==> config.mk <==
export PLATFORM = sky130hd
export DESIGN_NAME = nibble_serial_adder_flat
export DESIGN_NICKNAME = d
export VERILOG_FILES = /design/src/rtl/nibble_serial_adder_pkg.sv /design/src/rtl/nibble_serial_adder_if.sv /design/src/rtl/nibble_serial_adder_rca.sv /design/src/rtl/nibble_serial_adder.sv /design/src/flat_wrapper.sv
export SDC_FILE = /design/constraint.sdc
export NUM_CORES = 1
export LEC_CHECK = 0
export ABC_AREA = 1
export BUFFER_PORTS_ARGS = -buffer_cell sky130_fd_sc_hd__buf_4
export CAP_MARGIN = 20
export CORE_UTILIZATION = 55
export DETAILED_ROUTE_END_ITERATION = 12
export PLACE_DENSITY = 0.78
export SYNTH_ARGS = -nofsm -noshare
export SYNTH_HDL_FRONTEND = slang
export SYNTH_HIERARCHICAL = 1
export SYNTH_SLANG_ARGS = --single-unit
==> constraint.sdc <==
create_clock -name clk -period 5.5 [get_ports clk]
set_input_delay 0.275 -clock clk [delete_from_list [all_inputs] [get_ports clk]]
set_output_delay 0.275 -clock clk [all_outputs]
set_load 0.02 [all_outputs]
==> src/rtl/nibble_serial_adder_pkg.sv <==
// Shared constants for the nibble-serial adder: slice width and FSM encodings.
package nibble_serial_adder_pkg;

    localparam int unsigned NIBBLE_W = 4;

    localparam logic [1:0] S_IDLE = 2'd0;
    localparam logic [1:0] S_RUN  = 2'd1;
    localparam logic [1:0] S_DONE = 2'd2;

endpackage : nibble_serial_adder_pkg

==> src/rtl/nibble_serial_adder_if.sv <==
// Operand/result handshake bundle between a requester and the nibble-serial adder.
interface nibble_serial_adder_if #(
    parameter int unsigned WIDTH = 16
);
    logic             in_valid;
    logic             in_ready;
    logic [WIDTH-1:0] a;
    logic [WIDTH-1:0] b;
    logic             cin;
    logic             out_valid;
    logic             out_ready;
    logic [WIDTH-1:0] sum;
    logic             cout;
    logic             overflow;
    logic             busy;

    modport master (
        output in_valid, a, b, cin, out_ready,
        input  in_ready, out_valid, sum, cout, overflow, busy
    );

    modport slave (
        input  in_valid, a, b, cin, out_ready,
        output in_ready, out_valid, sum, cout, overflow, busy
    );

endinterface : nibble_serial_adder_if

==> src/rtl/nibble_serial_adder_rca.sv <==
// Four-bit ripple-carry adder slice reused once per nibble by the serial adder.
module four_bit_rca (
    input  logic [3:0] A,
    input  logic [3:0] B,
    input  logic       Cin,
    output logic [3:0] S,
    output logic       Cout
);

    logic [4:0] w_c;

    assign w_c[0] = Cin;

    // Full-adder chain, carry ripples from bit 0 upward
    for (genvar i = 0; i < 4; i++) begin : g_fa
        assign S[i]     = A[i] ^ B[i] ^ w_c[i];
        assign w_c[i+1] = (A[i] & B[i]) | (w_c[i] & (A[i] ^ B[i]));
    end

    assign Cout = w_c[4];

endmodule : four_bit_rca

==> src/rtl/nibble_serial_adder.sv <==
// Multi-cycle WIDTH-bit adder: one 4-bit RCA slice walked across the operands nibble by nibble.
module nibble_serial_adder
    import nibble_serial_adder_pkg::*;
#(
    parameter int unsigned WIDTH = 16
) (
    input  logic                  clk,
    input  logic                  rst_n,
    nibble_serial_adder_if.slave  bus
);

    localparam int unsigned NIBBLES = WIDTH / NIBBLE_W;
    localparam int unsigned IDX_W   = (NIBBLES > 1) ? $clog2(NIBBLES) : 1;

    logic [1:0]       r_state;
    logic [1:0]       w_state_nxt;
    logic [WIDTH-1:0] r_a_sh;
    logic [WIDTH-1:0] r_b_sh;
    logic [WIDTH-1:0] r_sum_sh;
    logic             r_carry;
    logic [IDX_W-1:0] r_idx;
    logic             r_a_msb;
    logic             r_b_msb;
    logic [WIDTH-1:0] r_sum;
    logic             r_cout;
    logic             r_ovf;

    logic [3:0]       w_s;
    logic             w_cout;
    logic             w_accept;
    logic             w_run;
    logic             w_last;
    logic [WIDTH-1:0] w_sum_fin;

    // Shared nibble slice: low nibble of each shift register plus running carry
    four_bit_rca u_rca (
        .A    (r_a_sh[3:0]),
        .B    (r_b_sh[3:0]),
        .Cin  (r_carry),
        .S    (w_s),
        .Cout (w_cout)
    );

    assign w_accept = bus.in_valid && (r_state == S_IDLE);
    assign w_run    = (r_state == S_RUN);
    assign w_last   = w_run && (r_idx == IDX_W'(NIBBLES - 1));

    // Partial sum with the current slice result dropped into nibble position idx
    always_comb begin
        w_sum_fin = r_sum_sh;
        w_sum_fin[r_idx * NIBBLE_W +: NIBBLE_W] = w_s;
    end

    // State register
    always_ff @(posedge clk or negedge rst_n) begin
        if (!rst_n) begin
            r_state <= S_IDLE;
        end else begin
            r_state <= w_state_nxt;
        end
    end

    // Next-state decode: IDLE -> RUN -> DONE -> IDLE
    always_comb begin
        w_state_nxt = r_state;
        case (r_state)
            S_IDLE: if (bus.in_valid)  w_state_nxt = S_RUN;
            S_RUN:  if (w_last)        w_state_nxt = S_DONE;
            S_DONE: if (bus.out_ready) w_state_nxt = S_IDLE;
            default:                   w_state_nxt = S_IDLE;
        endcase
    end

    // Operand capture, per-nibble shift/accumulate, and result latch on the final nibble
    always_ff @(posedge clk or negedge rst_n) begin
        if (!rst_n) begin
            r_a_sh   <= '0;
            r_b_sh   <= '0;
            r_sum_sh <= '0;
            r_carry  <= 1'b0;
            r_idx    <= '0;
            r_a_msb  <= 1'b0;
            r_b_msb  <= 1'b0;
            r_sum    <= '0;
            r_cout   <= 1'b0;
            r_ovf    <= 1'b0;
        end else if (w_accept) begin
            r_a_sh   <= bus.a;
            r_b_sh   <= bus.b;
            r_sum_sh <= '0;
            r_carry  <= bus.cin;
            r_idx    <= '0;
            r_a_msb  <= bus.a[WIDTH-1];
            r_b_msb  <= bus.b[WIDTH-1];
        end else if (w_run) begin
            r_a_sh   <= r_a_sh >> NIBBLE_W;
            r_b_sh   <= r_b_sh >> NIBBLE_W;
            r_sum_sh <= w_sum_fin;
            r_carry  <= w_cout;
            r_idx    <= r_idx + IDX_W'(1);
            if (w_last) begin
                r_sum  <= w_sum_fin;
                r_cout <= w_cout;
                r_ovf  <= (r_a_msb == r_b_msb) && (w_s[3] != r_a_msb);
            end
        end
    end

    assign bus.in_ready  = (r_state == S_IDLE);
    assign bus.out_valid = (r_state == S_DONE);
    assign bus.busy      = (r_state != S_IDLE);
    assign bus.sum       = r_sum;
    assign bus.cout      = r_cout;
    assign bus.overflow  = r_ovf;

endmodule : nibble_serial_adder

==> src/flat_wrapper.sv <==
// flat-port wrapper written by rule: the top's interface ports become plain ports
module nibble_serial_adder_flat import nibble_serial_adder_pkg::*;
#(
    parameter int unsigned WIDTH = 16
)
  (clk, rst_n, bus_in_valid, bus_a, bus_b, bus_cin, bus_out_ready, bus_in_ready, bus_out_valid, bus_sum, bus_cout, bus_overflow, bus_busy);
  nibble_serial_adder_if #(.WIDTH(WIDTH)) bus_i ();
  input  logic clk;
  input  logic rst_n;
  input wire logic [$bits(bus_i.in_valid)-1:0] bus_in_valid;
  input wire logic [$bits(bus_i.a)-1:0] bus_a;
  input wire logic [$bits(bus_i.b)-1:0] bus_b;
  input wire logic [$bits(bus_i.cin)-1:0] bus_cin;
  input wire logic [$bits(bus_i.out_ready)-1:0] bus_out_ready;
  output wire logic [$bits(bus_i.in_ready)-1:0] bus_in_ready;
  output wire logic [$bits(bus_i.out_valid)-1:0] bus_out_valid;
  output wire logic [$bits(bus_i.sum)-1:0] bus_sum;
  output wire logic [$bits(bus_i.cout)-1:0] bus_cout;
  output wire logic [$bits(bus_i.overflow)-1:0] bus_overflow;
  output wire logic [$bits(bus_i.busy)-1:0] bus_busy;
  assign bus_i.in_valid = bus_in_valid;
  assign bus_i.a = bus_a;
  assign bus_i.b = bus_b;
  assign bus_i.cin = bus_cin;
  assign bus_i.out_ready = bus_out_ready;
  assign bus_in_ready = bus_i.in_ready;
  assign bus_out_valid = bus_i.out_valid;
  assign bus_sum = bus_i.sum;
  assign bus_cout = bus_i.cout;
  assign bus_overflow = bus_i.overflow;
  assign bus_busy = bus_i.busy;
  nibble_serial_adder #(.WIDTH(WIDTH)) u_core (.clk(clk), .rst_n(rst_n), .bus(bus_i));
endmodule
==> metrics.md <==
| Metric | Value |
|---|---|
| PortBufs | 57 |
| F_max | 366 MHz |
| CTS tree | yes |
| CP max stage delay | roughly 0.45 ns |
| Via count | a little under 3k |
| Crit path kind | reg2reg |
| YS warnings | 6 |
| Crit-path cells | fa_1 -> inv_1 -> fa_1 -> inv_1 -> fa_1 -> inv_1 -> fa_1 -> inv_1 -> nand2_1 -> nor2_1 -> nand2_1 -> nand2_1 -> nand2_1 -> nand2_1 |
| Slew at the pin closest to its max-slew limit | 1.01 ns |
| Row count | 28 |
| Total Wirelength | 7450 µm |
| Crit-path max FO | 4 |
| Core area | just under 6000 µm² |
| Post-synth ARST share | 100% |
| Crit-path slowest cell | fa_1 |
| H-tree depth | 3 |
| Die Span Y | slightly above 80 µm |
| Top cells by area, synth | dfrtp_1, nand2_1, nand3_1 |
| Clock-pin transition on the worst setup and hold timing paths | 0.07 ns |
| Worst r2r src | u_core/r_a_sh[0] |
| Post-CTS sizing | 0 |
| DR vias/cell | 5.14 |
| Final cell count without fillers | approximately 570 |
| Syn nets | 484 |
| Hold WC Path Type | in2async |
| PnR worst setup slack | 2.77 ns |
| EDFF count, synth | 0 |
| CTS Hold Buffers Added | 0 |
| Sequential area share after synthesis | 53.5% |
| Max-slew headroom | 32.4% |
| Arrival time at the worst endpoint | 3.01 ns |
| Total CTS buffers | 9 |
| Hold Vio Cnt, Final | 0 |
| Initial Utilization | 57.3% |
| Worst reg2reg path endpoint | u_core/r_sum_sh[15] |
| Die Area | 6530 µm² |
| Final Power | ~2500 µW |
| Cells after Synth | roughly 440 |
| Yosys top cell by area | dfrtp_1 |
| Post-DP HPWL | between 4000 and 5000 µm |
| Initial antenna violation count | 0 |
| Main flop type after synthesis | dfrtp_1 |
| Post-CTS setup buffers | 0 |
| Setup TNS | 0 ns |
| Clk_skew | 0.00908 ns |
| Critical path data required time | 5.78 ns |
| Post-placement cell count | between 500 and 600 |
| Sink Count | 73 |
| Final net count | 538 |
| Root buffer selected by CTS | clkbuf_8 |
| Maximum VDD drop | 0.292 mV |
| Period utilization | 49.7% |
| N_diodes | 0 |
| Distinct cells, synth | 18 |
| First-pass GRT wire length | 12,900 µm |
| GR Util All Layers | 26.5% |
| Status | complete, no violations |
| Overflow after GRT | 0 |
| Yosys top cell area share | a little over half |
| Synthesized flop and latch total | 73 |
| Number of global-route vias before repair | 2,945 |
| CP Launch Type | flop |
| Slew Viols, Final | 0 |
| Synthesized cell area | 3410 µm² |
| Syn-to-layout area delta | 19.6% |
| Routed Antenna Nets | 0 |
| DRC | 0 |
| Die Wd | 80.8 µm |
| Reg-to-reg slack, setup | approximately 2.8 ns |
| PD cells | 605 nW/µm² |
| Worst slack, placed | between 2 and 3 ns |
| Synth cell count leaders | nand2_1, dfrtp_1, nand3_1 |
| P_leak | 0.00233 µW |
| Ports | 58 |
| Initial DRC Count | between 150 and 200 |
| Crit path capture type | flop |
| R2r worst-path depth | 14 |
| Mapped Avg Cell Area | about 7.8 µm² |
| Largest net degree at the start of global routing | 74 |
| Longest Clk Path Bufs | 2 |
| Worst path most repeated cell | nand2_1 |
| Most frequent cell after synthesis | nand2_1 |
| Final min period | 2.73 ns |
| RSZ-0062 raised after global routing | no |
| Share of cells above drive strength 1 | between 10% and 20% |
| Placer's final routability congestion estimate | 0.857 |
| Setup-failing EPs final | 0 |
| Wirelength per Cell | 13.0 µm |
| Clk_lat worst skew | approximately 0.34 ns |
| Max-cap violations | 0 |
| DR pass1 iterations | 5 |
-- power breakdown --
group | switching (µW) | total (µW) | internal (µW) | leakage (µW)
logic | 734 | 1100 | 368 | 0.00126
registers | 148 | 921 | 773 | 0.000963
clock network | 192 | 446 | 253 | 0.000106
total | 1070 | 2470 | 1390 | 0.00233
-- layer usage --
layer	share of wire, %	GRT usage (%)	up-vias
li1	-	-	1436
met4	3.2	13.8	0
met5	0	0	-
met1	42	31.8	1385
met3	4.4	5.06	25
met2	50	45.5	90
-- logic make-up after synthesis --
group           synth area share (%)
buf+inv                         5.94
flops                           53.5
fa+ha+maj                       4.54
simple gates                    34.6
compound gates                  1.43
-- per-stage QoR --
stage          utilization [%]  cell area (µm²)  hold WS, ns
2_1_floorplan                -             3410      -0.0206
3_3_place_gp              64.8             3860        0.455
3_5_place_dp              65.0             3870        0.457
4_1_cts                   68.6             4080       0.0869
5_1_grt                   68.6             4080       0.0959
6_report                  68.6             4080       0.0603
-- registers in the layout, indices dropped and copies added, names as in the netlist --
register             count
u_core/bus.cout          1
u_core/r_b_sh           16
u_core/r_idx             2
u_core/bus.overflow      1
u_core/r_state           2
u_core/r_carry           1
u_core/r_b_msb           1
u_core/r_a_sh           16
u_core/r_sum_sh         16
u_core/r_a_msb           1
u_core/bus.sum          16
-- placed cells by master (no fill, tap or decap), drive strengths merged, types with 6 or more instances in the layout --
cell / count
nand2: 250
clkbuf: 10
ha: 6
o21ai: 7
nand3: 32
nor2: 12
buf: 59
dfrtp: 73
inv: 31
-- critical path: cells and delay by family (launching register included) --
family / cells / cell delay, ns
buf+inv: 4 / 0.34
flops: 1 / 0.40
simple gates: 6 / 0.54
fa+ha+maj: 4 / 1.39
-- worst max path at each step --
stage / start / endpoint / cells past startpoint
CTS: u_core/r_a_sh[0] / u_core/r_sum_sh[15] / 14
floorplan: u_core/r_a_sh[0] / u_core/r_sum_sh[15] / 14
finish: u_core/r_a_sh[0] / u_core/r_sum_sh[15] / 14
detailed placement: u_core/r_a_sh[0] / u_core/r_sum_sh[15] / 14
global placement: u_core/r_a_sh[0] / u_core/r_sum_sh[15] / 14
global route: u_core/r_a_sh[0] / u_core/r_sum_sh[15] / 14
-- cell type report --
| class | count | area [µm²] |
|---|---|---|
| fillers | 512 | 1870 |
| inverters | 31 | 116 |
| multi-input cells | 317 | 1390 |
| flip-flops and latches | 73 | 1830 |
| repair buffers | 59 | 450 |
| well taps | 75 | 93.8 |
| clock inverters | 6 | 82.6 |
| clock buffers | 10 | 128 |
Power figures use the tool's default switching activity.
